`src/rtl/ks_pipe_adder_if.sv`:
```
// ---------------------------------------------------------------------------
// ks_pipe_adder_if
//
// Handshake bundle between an initiator and the pipelined Kogge-Stone adder.
// The initiator (master) presents operand pairs and drains results; the adder
// (slave) accepts operands and returns {cout,sum}.
//
// Signals:
//   in_valid   master->slave  operand pair present
//   in_ready   slave->master  adder can accept this cycle
//   A, B       master->slave  WIDTH-bit operands
//   cin        master->slave  per-transaction carry-in
//   out_valid  slave->master  result present
//   out_ready  master->slave  consumer accepts result
//   sum        slave->master  (A+B+cin) mod 2^WIDTH
//   cout       slave->master  bit WIDTH of A+B+cin
// ---------------------------------------------------------------------------
interface ks_pipe_adder_if #(
    parameter int WIDTH = 16
);

    logic             in_valid;
    logic             in_ready;
    logic [WIDTH-1:0] A;
    logic [WIDTH-1:0] B;
    logic             cin;
    logic             out_valid;
    logic             out_ready;
    logic [WIDTH-1:0] sum;
    logic             cout;

    modport master (
        output in_valid, A, B, cin, out_ready,
        input  in_ready, out_valid, sum, cout
    );

    modport slave (
        input  in_valid, A, B, cin, out_ready,
        output in_ready, out_valid, sum, cout
    );

endinterface

```
`src/rtl/ks_pipe_adder.sv`:
```
// ---------------------------------------------------------------------------
// ks_pipe_adder
//
// Pipelined, handshaked WIDTH-bit Kogge-Stone adder. Every prefix level is
// registered so the adder closes timing inside a larger datapath. One operand
// pair can be accepted per cycle; the result appears log2(WIDTH)+1 cycles
// after acceptance unless the consumer applies backpressure.
//
// Ports:
//   clk    sole clock, rising edge
//   rst_n  asynchronous active-low reset; clears all valid and data state
//   bus    ks_pipe_adder_if.slave: in_valid/in_ready/A/B/cin in,
//          out_valid/out_ready/sum/cout out
//
// WIDTH must be a power of two and at least 4.
// ---------------------------------------------------------------------------
module ks_pipe_adder #(
    parameter int WIDTH = 16
) (
    input  logic            clk,
    input  logic            rst_n,
    ks_pipe_adder_if.slave  bus
);

    // Stage 0 holds generate/propagate, stages 1..LAST each hold one prefix
    // level, so there are LAT register stages and the last one feeds outputs.
    localparam int LAT  = $clog2(WIDTH) + 1;
    localparam int LAST = LAT - 1;

    logic [LAST:0]    vld;
    logic [WIDTH-1:0] gq [LAT];
    logic [WIDTH-1:0] pq [LAT];
    logic [WIDTH-1:0] rq [LAT];
    logic             cq [LAT];

    logic [WIDTH-1:0] gn [LAT];
    logic [WIDTH-1:0] pn [LAT];
    logic [WIDTH-1:0] rn [LAT];
    logic             cn [LAT];

    logic             advance;
    logic [WIDTH-1:0] am;
    logic [WIDTH-1:0] bm;
    logic             cm;

    // The whole pipe moves together whenever the output slot is free or is
    // being drained; bubbles are kept in place rather than collapsed.
    assign advance = !vld[LAST] || bus.out_ready;

    // Bubbles load zero data so the pipe never fills with X from idle inputs.
    assign am = bus.A & {WIDTH{bus.in_valid}};
    assign bm = bus.B & {WIDTH{bus.in_valid}};
    assign cm = bus.cin & bus.in_valid;

    // Next-state for every stage. Carry-in is folded into bit 0's generate,
    // which makes each final G_i the carry out of bit i including cin.
    always_comb begin
        for (int s = 0; s < LAT; s++) begin
            gn[s] = '0;
            pn[s] = '0;
            rn[s] = '0;
            cn[s] = 1'b0;
        end

        gn[0]    = am & bm;
        gn[0][0] = (am[0] & bm[0]) | ((am[0] ^ bm[0]) & cm);
        pn[0]    = am ^ bm;
        rn[0]    = am ^ bm;
        cn[0]    = cm;

        for (int s = 1; s < LAT; s++) begin
            gn[s] = gq[s-1];
            pn[s] = pq[s-1];
            rn[s] = rq[s-1];
            cn[s] = cq[s-1];
            for (int i = 0; i < WIDTH; i++) begin
                if (i >= (1 << (s - 1))) begin
                    gn[s][i] = gq[s-1][i] | (pq[s-1][i] & gq[s-1][i - (1 << (s - 1))]);
                    pn[s][i] = pq[s-1][i] & pq[s-1][i - (1 << (s - 1))];
                end
            end
        end
    end

    // Single register bank for all stages; holds completely during a stall.
    always_ff @(posedge clk or negedge rst_n) begin
        if (!rst_n) begin
            vld <= '0;
            for (int s = 0; s < LAT; s++) begin
                gq[s] <= '0;
                pq[s] <= '0;
                rq[s] <= '0;
                cq[s] <= 1'b0;
            end
        end else if (advance) begin
            vld <= {vld[LAST-1:0], bus.in_valid};
            for (int s = 0; s < LAT; s++) begin
                gq[s] <= gn[s];
                pq[s] <= pn[s];
                rq[s] <= rn[s];
                cq[s] <= cn[s];
            end
        end
    end

    // Carry into bit i is G_{i-1}, with cin entering bit 0.
    assign bus.in_ready  = advance;
    assign bus.out_valid = vld[LAST];
    assign bus.sum       = rq[LAST] ^ {gq[LAST][WIDTH-2:0], cq[LAST]};
    assign bus.cout      = gq[LAST][WIDTH-1];

endmodule
```
`src/flat_wrapper.sv`:
```
// flat-port wrapper written by rule: the top's interface ports become plain ports
module ks_pipe_adder_flat 
#(
    parameter int WIDTH = 16
)
  (clk, rst_n, bus_in_valid, bus_A, bus_B, bus_cin, bus_out_ready, bus_in_ready, bus_out_valid, bus_sum, bus_cout);
  ks_pipe_adder_if #(.WIDTH(WIDTH)) bus_i ();
  input  logic clk;
  input  logic rst_n;
  input wire logic [$bits(bus_i.in_valid)-1:0] bus_in_valid;
  input wire logic [$bits(bus_i.A)-1:0] bus_A;
  input wire logic [$bits(bus_i.B)-1:0] bus_B;
  input wire logic [$bits(bus_i.cin)-1:0] bus_cin;
  input wire logic [$bits(bus_i.out_ready)-1:0] bus_out_ready;
  output wire logic [$bits(bus_i.in_ready)-1:0] bus_in_ready;
  output wire logic [$bits(bus_i.out_valid)-1:0] bus_out_valid;
  output wire logic [$bits(bus_i.sum)-1:0] bus_sum;
  output wire logic [$bits(bus_i.cout)-1:0] bus_cout;
  assign bus_i.in_valid = bus_in_valid;
  assign bus_i.A = bus_A;
  assign bus_i.B = bus_B;
  assign bus_i.cin = bus_cin;
  assign bus_i.out_ready = bus_out_ready;
  assign bus_in_ready = bus_i.in_ready;
  assign bus_out_valid = bus_i.out_valid;
  assign bus_sum = bus_i.sum;
  assign bus_cout = bus_i.cout;
  ks_pipe_adder #(.WIDTH(WIDTH)) u_core (.clk(clk), .rst_n(rst_n), .bus(bus_i));
endmodule
```
`config.mk`:
```
export PLATFORM = sky130hd
export DESIGN_NAME = ks_pipe_adder_flat
export DESIGN_NICKNAME = d
export VERILOG_FILES = /design/src/rtl/ks_pipe_adder_if.sv /design/src/rtl/ks_pipe_adder.sv /design/src/flat_wrapper.sv
export SDC_FILE = /design/constraint.sdc
export NUM_CORES = 1
export LEC_CHECK = 0
export CAP_MARGIN = 25
export CORE_MARGIN = 2
export CORE_UTILIZATION = 59
export CTS_CLUSTER_DIAMETER = 40
export DETAILED_ROUTE_END_ITERATION = 6
export MAX_ROUTING_LAYER = met4
export PLACE_DENSITY_LB_ADDON = 0.15
export SLEW_MARGIN = 30
export SYNTH_ARGS = -nofsm -noshare
export SYNTH_HDL_FRONTEND = slang
export SYNTH_SLANG_ARGS = --single-unit
```
`constraint.sdc`:
```
create_clock -name clk -period 1.85 [get_ports clk]
set_clock_uncertainty 0.05 [all_clocks]
set_input_delay 0.37 -clock clk [delete_from_list [all_inputs] [get_ports clk]]
set_output_delay 0.37 -clock clk [all_outputs]
set_load 0.02 [all_outputs]
```
==> results.json <==
{
  "status": "complete, no violations",
  "dp_hpwl_um": 11100,
  "initial_core_util": 0.600,
  "first_pass_iters": 5,
  "p_clk_frac": 0.346,
  "antenna_found_initial": 0,
  "top_usage_layer": "met2",
  "clkTransAtPathRegs_ns": 0.05,
  "p_leak_nw": 4.71,
  "syn_area_per_cell_um2": 12.6,
  "synth-async-reset-ratio": 1.00,
  "comb_power_share": 0.231,
  "seqPwrFrac": 0.423,
  "regToRegSetupSlack_ns": 0.17,
  "ys_types": 20,
  "r2r_cells": 4,
  "hold_viol": 0,
  "hp-class": "input pin to async pin",
  "ys_ff_latch": 204,
  "grt_pass1_wl_um": 29900,
  "synth_enable_flop_cells": 0,
  "cts_root_buf": "clkbuf_16",
  "crit_type": "flop to output port",
  "globalplace.congestion": 0.795,
  "cts_tree": "done",
  "diodes": 0,
  "p_sw_mw": 5.18,
  "wirelength_um": 17800,
  "dp.cells": 894,
  "syn-num-nets": 740,
  "ir_drop_uv": 1750,
  "ys_warn_count": 0,
  "power_density_nw_per_um2": 1610,
  "dieWidth_um": 125,
  "cts_max_path_buffers": 3,
  "area_growth_pct": 20.4,
  "path_max_fanout": 2,
  "relSlewSlack": 0.425,
  "crit_path_start_kind": "flop",
  "worstSetupEndpointType": "output port",
  "setup_viol": 0,
  "grt.overflow.total": 0,
  "synth-seq-area-share": 0.590,
  "rsz0062_at_grt": "false",
  "timing.fmax_ghz": 0.554,
  "clkSinkCount": 204,
  "finalCritPeriodShare": 0.975,
  "layout.nets": 797,
  "drive_gt1_frac": 0.265,
  "cts_buffers": 29,
  "drt_iter0_drc": 451,
  "syn_inst": 687,
  "swShare": 0.308,
  "remaining_drc_errors": 0,
  "timing.rr.end": "u_core.rq[7]",
  "r2r-start": "u_core.vld[4]",
  "vias_per_cell": 5.74,
  "worst_ep_arrival_time_ns": 1.38,
  "vias": 5445,
  "io_buffers": 55,
  "num_io_pins": 56,
  "maxCapViolCount": 0,
  "insertion_delay_ns": 0.52,
  "grtUsageTotal": 0.241,
  "worst_pin_slew_ns": 0.862,
  "final.fill_count": 1015,
  "stdcell_count": 949,
  "netlist_area_um2": 8660,
  "die_h_um": 125,
  "period_needed_ns": 1.80,
  "core_um2": 14400,
  "fin_util": 0.723,
  "rows": 44,
  "htree_levels": 1,
  "p_int_mw": 11.6,
  "post_drt_wl_per_cell_um": 18.7,
  "grt_use_met3": 0.0329,
  "synthFlopType": "dfrtp_1",
  "ant_nets": 0,
  "drv_slew": 0,
  "grt_pass1_vias": 5778,
  "grt_max_degree": 87,
  "die-area_um2": 15700,
  "worstPathRequired_ns": 1.43,
  "use_met2": 0.389,
  "gr-usage-met1": 0.334
}
## cell type report
class                           count  area, µm²  share of cell area
Clock buffer                       36        812              0.0779
Clock inverter                     16        238              0.0228
Inverter                            1       6.26            0.000600
Multi-Input combinational cell    439       3360               0.322
Sequential cell                   204       5110               0.490
Tap cell                          184        230              0.0221
Timing Repair Buffer               69        674              0.0647
## worst max path at each step
| stage | startpoint | end | slack, ns | cells after the start |
|---|---|---|---|---|
| floorplan | u_core.vld[4] | u_core.gn[32] | 0.19 | 5 |
| CTS | u_core.gq[4] | bus_sum[5] | 0.003 | 2 |
| detailed placement | bus_in_valid | u_core.pq[69] | -0.04 | 5 |
| global placement | bus_in_valid | u_core.pn[48] | -0.008 | 5 |
| global route | u_core.gq[14] | bus_sum[15] | 0.006 | 2 |
| finish | u_core.gq[14] | bus_sum[15] | 0.05 | 2 |
## sequential cells by signal (all words and copies together) (netlist names)
register	flops
u_core.bus.cout	1
u_core.cn	4
u_core.cq	1
u_core.gn	15
u_core.gq	64
u_core.pn	1
u_core.pq	49
u_core.rn	48
u_core.rq	16
u_core.vld	5
## critical path, stage by stage (launching register included)
cell	delay [ns]
dfrtp_1	0.39
xor2_1	0.15
clkdlybuf4s15_1	0.32
## cells in the final DEF, fill, tap and decap left out, drive strengths merged
cell type | netlist | routed
clkdlybuf4s50 | 0 | 34
clkbuf | 26 | 45
dlygate4sd3 | 0 | 1
clkdlybuf4s15 | 0 | 3
buf | 17 | 20
bufinv | 0 | 5
nor2b | 1 | 1
o21ai | 84 | 84
ha | 16 | 16
a21oi | 50 | 50
clkinv | 0 | 4
inv | 1 | 4
nor3b | 1 | 1
clkinvlp | 0 | 4
nand3b | 84 | 84
dfrtp | 204 | 204
xor2 | 16 | 16
nand2 | 35 | 35
mux2 | 118 | 118
nand2b | 1 | 1
a31oi | 1 | 1
dlygate4sd2 | 0 | 2
and2 | 32 | 32
## cells in the mapped netlist, drive strengths merged, types with 16 or more instances
| cell | n | area share |
|---|---|---|
| dfrtp | 204 | 0.59 |
| mux2 | 118 | 0.16 |
| nand3b | 84 | 0.073 |
| o21ai | 84 | 0.049 |
| a21oi | 50 | 0.029 |
| nand2 | 35 | 0.015 |
| and2 | 32 | 0.023 |
| clkbuf | 26 | 0.011 |
| buf | 17 | 0.011 |
| ha | 16 | 0.023 |
| xor2 | 16 | 0.016 |
## logic make-up (layout without fill, tap and decap cells)
| kind of cell | after synthesis | count (layout) | synth area share |
|---|---|---|---|
| buffers and inverters | 44 | 122 | 0.0231 |
| xor gates and xnor gates | 16 | 16 | 0.0162 |
| and+or+nand+nor | 154 | 154 | 0.113 |
| DFF | 204 | 204 | 0.590 |
| AOI/OAI and AO/OA | 135 | 135 | 0.0782 |
| muxes | 118 | 118 | 0.156 |
| adders and majority gates | 16 | 16 | 0.0231 |
## per-stage QoR
stage	area [µm²]	hold WS [ns]	power, mW	setup WS [ns]	TNS (ns)
finish	10400	0.288	16.8	0.0463	0
global route	10400	0.315	17.7	0.00578	0
CTS	10500	0.283	17.1	0.00319	0
detailed placement	9420	0.270	11.4	-0.0352	-0.284
global placement	9420	0.267	11.2	-0.00765	-0.0157
floorplan	8660	0.0244	9.58	0.189	0
## power by group through the flow
stage	clock, mW	sequential [mW]	combinational (mW)
floorplan	0	6.69	2.88
global placement	0	7.10	4.06
detailed placement	0	7.18	4.18
CTS	5.88	7.12	4.06
global route	6.12	7.31	4.28
finish	5.82	7.12	3.89
## timing repair
action / CTS / global route
setup endpoints to repair: 19 / 14
endpoints found under the hold margin: 31 / 0
setup buffers: 0 / 2
hold buffers: 1 / 0
resized for setup: 42 / 16
## routing by layer
metal | up-vias | share of wire
met5 | - | 0
met4 | 0 | 0.011
met3 | 19 | 0.041
met2 | 113 | 0.50
met1 | 2767 | 0.45
li1 | 2546 | -
Note: power is estimated with default switching activity, not from simulation.
